==> src/rtl/key_debounce.sv <==
// key_debounce: 2-FF sync plus per-key debounce FSM with one-shot press flags.
// Define KEY_REPEAT_EN for auto-repeat flags while a key is held.
module key_debounce #(
  parameter int CNT_MAX    = 999_999,
  parameter int HOLD_CNT   = 49_999_999,
  parameter int REPEAT_CNT = 9_999_999
) (
  input  logic       clk,
  input  logic       rst,
  input  logic       key1_in,
  input  logic       key2_in,
  input  logic       key3_in,
  input  logic       key4_in,
  output logic       key1_flag,
  output logic       key2_flag,
  output logic       key3_flag,
  output logic       key4_flag,
  output logic [3:0] key_state
);

  localparam int MAX_AB = (CNT_MAX > HOLD_CNT) ? CNT_MAX : HOLD_CNT;
  localparam int MAX_P  = (MAX_AB > REPEAT_CNT) ? MAX_AB : REPEAT_CNT;
  localparam int CW     = $clog2(MAX_P + 1);

  localparam logic [CW-1:0] CNT_LIM = CW'(CNT_MAX);

  typedef enum logic [1:0] {
    IDLE,
    PRESS_F,
    DOWN,
    REL_F
  } state_t;

  logic [3:0]    raw;
  logic [3:0]    sync1;
  logic [3:0]    key_s;
  logic [3:0]    flag;
  logic [3:0]    flag_nx;
  logic [3:0]    down_lvl;
  state_t        state    [4];
  state_t        state_nx [4];
  logic [CW-1:0] cnt      [4];
  logic [CW-1:0] cnt_nx   [4];

`ifdef KEY_REPEAT_EN
  localparam logic [CW-1:0] HOLD_LIM = CW'(HOLD_CNT);
  localparam logic [CW-1:0] RPT_LIM  = CW'(REPEAT_CNT);

  logic [CW-1:0] rpt      [4];
  logic [CW-1:0] rpt_nx   [4];
  logic [3:0]    first;
  logic [3:0]    first_nx;
`endif

  assign raw = {key4_in, key3_in, key2_in, key1_in};

  always_ff @(posedge clk) begin
    if (rst) begin
      sync1 <= '1;
      key_s <= '1;
      flag  <= '0;
      for (int i = 0; i < 4; i++) begin
        state[i] <= IDLE;
        cnt[i]   <= '0;
      end
    end else begin
      sync1 <= raw;
      key_s <= sync1;
      flag  <= flag_nx;
      for (int i = 0; i < 4; i++) begin
        state[i] <= state_nx[i];
        cnt[i]   <= cnt_nx[i];
      end
    end
  end

`ifdef KEY_REPEAT_EN
  always_ff @(posedge clk) begin
    if (rst) begin
      first <= '1;
      for (int i = 0; i < 4; i++) begin
        rpt[i] <= '0;
      end
    end else begin
      first <= first_nx;
      for (int i = 0; i < 4; i++) begin
        rpt[i] <= rpt_nx[i];
      end
    end
  end
`endif

  always_comb begin
    flag_nx  = '0;
    down_lvl = '0;
`ifdef KEY_REPEAT_EN
    first_nx = '1;
`endif
    for (int i = 0; i < 4; i++) begin
      state_nx[i] = state[i];
      cnt_nx[i]   = cnt[i];
      down_lvl[i] = (state[i] == DOWN) ||
                    (state[i] == REL_F);
      case (state[i])
        IDLE: begin
          if (!key_s[i]) begin
            state_nx[i] = PRESS_F;
            cnt_nx[i]   = '0;
          end
        end
        PRESS_F: begin
          if (key_s[i]) begin
            state_nx[i] = IDLE;
            cnt_nx[i]   = '0;
          end else if (cnt[i] == CNT_LIM) begin
            state_nx[i] = DOWN;
            flag_nx[i]  = 1'b1;
            cnt_nx[i]   = '0;
          end else begin
            cnt_nx[i] = cnt[i] + 1'b1;
          end
        end
        DOWN: begin
          if (key_s[i]) begin
            state_nx[i] = REL_F;
            cnt_nx[i]   = '0;
          end
        end
        REL_F: begin
          if (!key_s[i]) begin
            state_nx[i] = DOWN;
            cnt_nx[i]   = '0;
          end else if (cnt[i] == CNT_LIM) begin
            state_nx[i] = IDLE;
            cnt_nx[i]   = '0;
          end else begin
            cnt_nx[i] = cnt[i] + 1'b1;
          end
        end
        default: begin
          state_nx[i] = IDLE;
          cnt_nx[i]   = '0;
        end
      endcase
`ifdef KEY_REPEAT_EN
      // Repeat timing only runs while DOWN persists; any exit restarts it.
      rpt_nx[i] = '0;
      if (state[i] == DOWN && state_nx[i] == DOWN) begin
        first_nx[i] = first[i];
        if (first[i] ? (rpt[i] == HOLD_LIM)
                     : (rpt[i] == RPT_LIM)) begin
          flag_nx[i]  = 1'b1;
          first_nx[i] = 1'b0;
        end else begin
          rpt_nx[i] = rpt[i] + 1'b1;
        end
      end
`endif
    end
  end

  assign key1_flag = flag[0];
  assign key2_flag = flag[1];
  assign key3_flag = flag[2];
  assign key4_flag = flag[3];
  assign key_state = down_lvl;

endmodule
==> config.mk <==
export PLATFORM = sky130hd
export DESIGN_NAME = key_debounce
export DESIGN_NICKNAME = d
export VERILOG_FILES = /design/src/rtl/key_debounce.sv
export SDC_FILE = /design/constraint.sdc
export NUM_CORES = 1
export LEC_CHECK = 0
export BUFFER_PORTS_ARGS = -buffer_cell sky130_fd_sc_hd__buf_4
export CAP_MARGIN = 20
export CORE_ASPECT_RATIO = 0.9
export CORE_MARGIN = 3
export CORE_UTILIZATION = 37
export CTS_CLUSTER_DIAMETER = 60
export DETAILED_ROUTE_END_ITERATION = 10
export GPL_TIMING_DRIVEN = 1
export PLACE_DENSITY = 0.59
export SLEW_MARGIN = 40
export SYNTH_ARGS = -nofsm -noshare
export SYNTH_HDL_FRONTEND = slang
export SYNTH_SLANG_ARGS = --single-unit
==> constraint.sdc <==
create_clock -name clk -period 2.3 [get_ports clk]
set_input_delay 0.115 -clock clk [delete_from_list [all_inputs] [get_ports clk]]
set_output_delay 0.115 -clock clk [all_outputs]
set_load 0.02 [all_outputs]
==> metrics.md <==
| Metric | Value |
|---|---|
| Vias in the first global route | `5447` |
| Final HPWL DP | `10400 µm` |
| Hold EP | `cnt[3][1]$_SDFFE_PP0P_` |
| Clk Latency, worst-skew pair | `0.42 ns` |
| Internal | `3.92 mW` |
| Yosys top cell by area | `dfxtp_1` |
| Final hold vios | `0` |
| CTS Buf Count | `17` |
| CTS tree | `yes` |
| Async S/R FF share, synth | `0` |
| Post-synthesis register bit count | `124` |
| Final setup vio count | `0` |
| Core box area | `0.0164 mm²` |
| Detail-routed via count per cell | `5.74` |
| Yosys top cell area share | `0.396` |
| Commonest cells in the netlist | `dfxtp_1 (124), nand2_1 (79), a21oi_1 (60)` |
| Part of the Yosys area used for sequential elements | `0.396` |
| CP peak stage delay | `0.47 ns` |
| Logic gate share of total power | `0.028` |
| Place WS | `-0.0301 ns` |
| Worst slew pin tran | `0.782 ns` |
| CP Cell Sequence | `or4b_1 > nor4_2 > buf_4 > a211oi_1 > a2111oi_2 > nor3_1` |
| Worst rel slew slack | `0.475` |
| GRT overflow | `0` |
| Worst path slowest cell | `or4b_1` |
| Slew Viols, Final | `0` |
| Wirelength, routed | `15200 µm` |
| Distinct cell type count after synthesis | `66` |
| Drt drc | `0` |
| CP arrival | `2.46 ns` |
| Dpl cells | `981` |
| Initial Util | `0.383` |
| Chip width | `143 µm` |
| Post-synth EDFFs | `0` |
| Mapped Cells | `762` |
| Mean Syn Cell Area | `8.22 µm²` |
| Synth warn | `0` |
| DP Area | `0.00677 mm²` |
| First-pass GRT wire length | `25900 µm` |
| Sequential Power Share | `0.438` |
| Nets | `812` |
| Most common cell in the netlist | `dfxtp_1` |
| Layout cell share with drive strength beyond 1 | `0.141` |
| Peak supply drop | `0.000471 V` |
| Period minus WS final | `2.17 ns` |
| Via count | `5863` |
| Clk sinks | `124` |
| Drt first pass iters | `5` |
| Worst reg2reg endpoint | `cnt[2][10]$_SDFFE_PP0P_` |
| Crit path kind | `reg2reg` |
| Switching part of the total | `0.208` |
| CP required | `2.59 ns` |
| NetSw | `1.03 mW` |
| Initial antenna violation count | `0` |
| Fin Hold WS | `0.0301 ns` |
| Synth Cell Area | `0.00627 mm²` |
| Tot Pwr | `4.95 mW` |
| Die Y | `129 µm` |
| Area Growth Syn to Fin | `18.7%` |
| Clock skew | `0.00721 ns` |
| Setup ws final | `0.130 ns` |
| Pwr/cell area | `666 mW/mm²` |
| Final worst-path cycle share | `0.943` |
| Final instance area | `0.00744 mm²` |
| Clk pwr share | `0.534` |
| Fmax achieved | `461 MHz` |
| CP max FO | `6` |
| PortBufs | `13` |
| Worst min path class | `in2reg` |
| Core Rows | `44` |
| Pin count of the biggest net entering global routing | `45` |
| Ranking of synthesized cells by area | `dfxtp_1 (40%), a31oi_1 (5.3%), a21oi_1 (4.8%)` |
| Max-cap violations | `0` |
| CTS HTree Levels | `4` |
| Syn_nets | `772` |
| Pleak | `2.58 nW` |
| CP Launch Type | `register` |
| Antenna Nets Post-Route | `0` |
| Reg clk slew, reported paths | `0.06 ns` |
| Total track usage | `0.170` |
| Ant. Diodes | `0` |
| Reg2Reg Depth | `6` |
| Hold Path Origin | `rst` |
| Max Root-Sink Buffers | `2` |
| I/O pins | `14` |
| Post-synth top flop | `dfxtp_1` |
| DR iter-0 viols | `524` |
| Crit. End Element | `register` |
| Non-Filler Instances | `1021` |
| GP Congestion | `0.858` |
| Full die area | `0.0185 mm²` |
| Status | `finished clean` |
| Wirelength per Cell | `14.9 µm` |
| Worst Hold Depth | `2` |
| R2R Setup Slk | `0.13 ns` |
| FF-to-FF Start | `cnt[2][14]$_SDFFE_PP0P_` |
| CTS root buf | `clkbuf_16` |
[what timing repair did]
action	in CTS	in global routing
buffers inserted	0	5
gates resized for setup	1	3
pin swaps	0	2
hold buffers	4	0
setup endpoints to repair	1	12
endpoints found under the hold margin	4	0
gates cloned	0	0
[critical path: cells and delay by family (launching register included)]
family	cells	cell delay [ns]
flops	1	0.41
buf+inv	1	0.19
compound gates	2	0.50
simple gates	3	0.94
[logic make-up (layout without fill, tap and decap cells)]
logic type,Yosys count,in the layout,share of synthesized area
buffers and inverters,56,108,0.0439
adders and majority gates,4,4,0.00799
DFF,124,124,0.396
AOI/OAI and AO/OA,193,193,0.194
xor gates and xnor gates,19,19,0.0266
and+or+nand+nor,349,349,0.304
muxes,17,17,0.0272
[power groups by stage]
| stage | combinational, mW | sequential (mW) | clock (mW) |
|---|---|---|---|
| detailed placement | 0.133 | 2.21 | 0 |
| global route | 0.154 | 2.17 | 2.80 |
| global placement | 0.128 | 2.21 | 0 |
| CTS | 0.139 | 2.17 | 2.70 |
| floorplan | 0.0828 | 2.21 | 0 |
| finish | 0.140 | 2.17 | 2.65 |
[area by class of cell]
type                            count  area, µm²
Inverter                           16       60.1
Fill cell                        1562       8910
Tap cell                          207        259
Sequential cell                   124       2480
Clock inverter                      8        118
Multi-Input combinational cell    582       3570
Clock buffer                       23        458
Timing Repair Buffer               61        493
[registers in the layout (all words and copies together) (netlist names), named ones only]
signal and cells:
cnt 104, key_s 4, sync1 4, state 4
flag 4
[worst max path at each step]
stage,startpoint,to,depth (start not counted),slack [ns]
global route,cnt[3][1]$_SDFFE_PP0P_,cnt[3][9]$_SDFFE_PP0P_,7,-0.03
global placement,cnt[2][20]$_SDFFE_PP0P_,cnt[2][21]$_SDFFE_PP0P_,6,0.1
detailed placement,cnt[2][20]$_SDFFE_PP0P_,cnt[2][10]$_SDFFE_PP0P_,5,-0.03
floorplan,cnt[3][21]$_SDFFE_PP0P_,cnt[3][12]$_SDFFE_PP0P_,8,0.32
finish,cnt[2][14]$_SDFFE_PP0P_,cnt[2][10]$_SDFFE_PP0P_,6,0.13
CTS,cnt[2][7]$_SDFFE_PP0P_,cnt[2][10]$_SDFFE_PP0P_,6,0.04
[metrics by stage]
| stage | setup TNS, ns | util |
|---|---|---|
| after floorplan | 0 | - |
| after detailed placement | -0.0301 | 0.414 |
| after CTS | 0 | 0.452 |
| final | 0 | 0.455 |
| after global placement | 0 | 0.413 |
| after global routing | -0.0270 | 0.455 |
[cells in the final DEF (no fill, tap or decap), types with 3 or more instances in the layout]
| master | count |
|---|---|
| a22oi_1 | 6 |
| a41oi_1 | 7 |
| a21oi_1 | 60 |
| mux2i_1 | 17 |
| nand2b_1 | 11 |
| inv_1 | 15 |
| and2_1 | 8 |
| a211oi_4 | 3 |
| nor2_1 | 51 |
| nor3_1 | 22 |
| or4_1 | 5 |
| nor4_2 | 5 |
| or3_1 | 4 |
| o21a_1 | 3 |
| and4_1 | 7 |
| a21o_1 | 3 |
| nand3_1 | 56 |
| a32oi_1 | 3 |
| ha_1 | 4 |
| o21ai_0 | 29 |
| xnor2_1 | 12 |
| nor4_1 | 17 |
| nand2_1 | 79 |
| buf_4 | 55 |
| clkinv_2 | 4 |
| or2_2 | 10 |
| nand4_1 | 34 |
| dlygate4sd3_1 | 4 |
| bufinv_16 | 3 |
| a31oi_1 | 53 |
| dfxtp_1 | 124 |
| a22o_1 | 9 |
| clkbuf_16 | 17 |
| and3_1 | 18 |
| clkbuf_1 | 5 |
| xor2_1 | 7 |
[per-layer routing]
metal	wire length, µm	up-vias	global-route usage
met3	542	11	0.0406
met2	6980	110	0.268
li1	-	2942	-
met5	0	-	0
met4	183	0	0.0565
met1	7530	2800	0.229
Note: power is estimated with default switching activity, not from simulation.
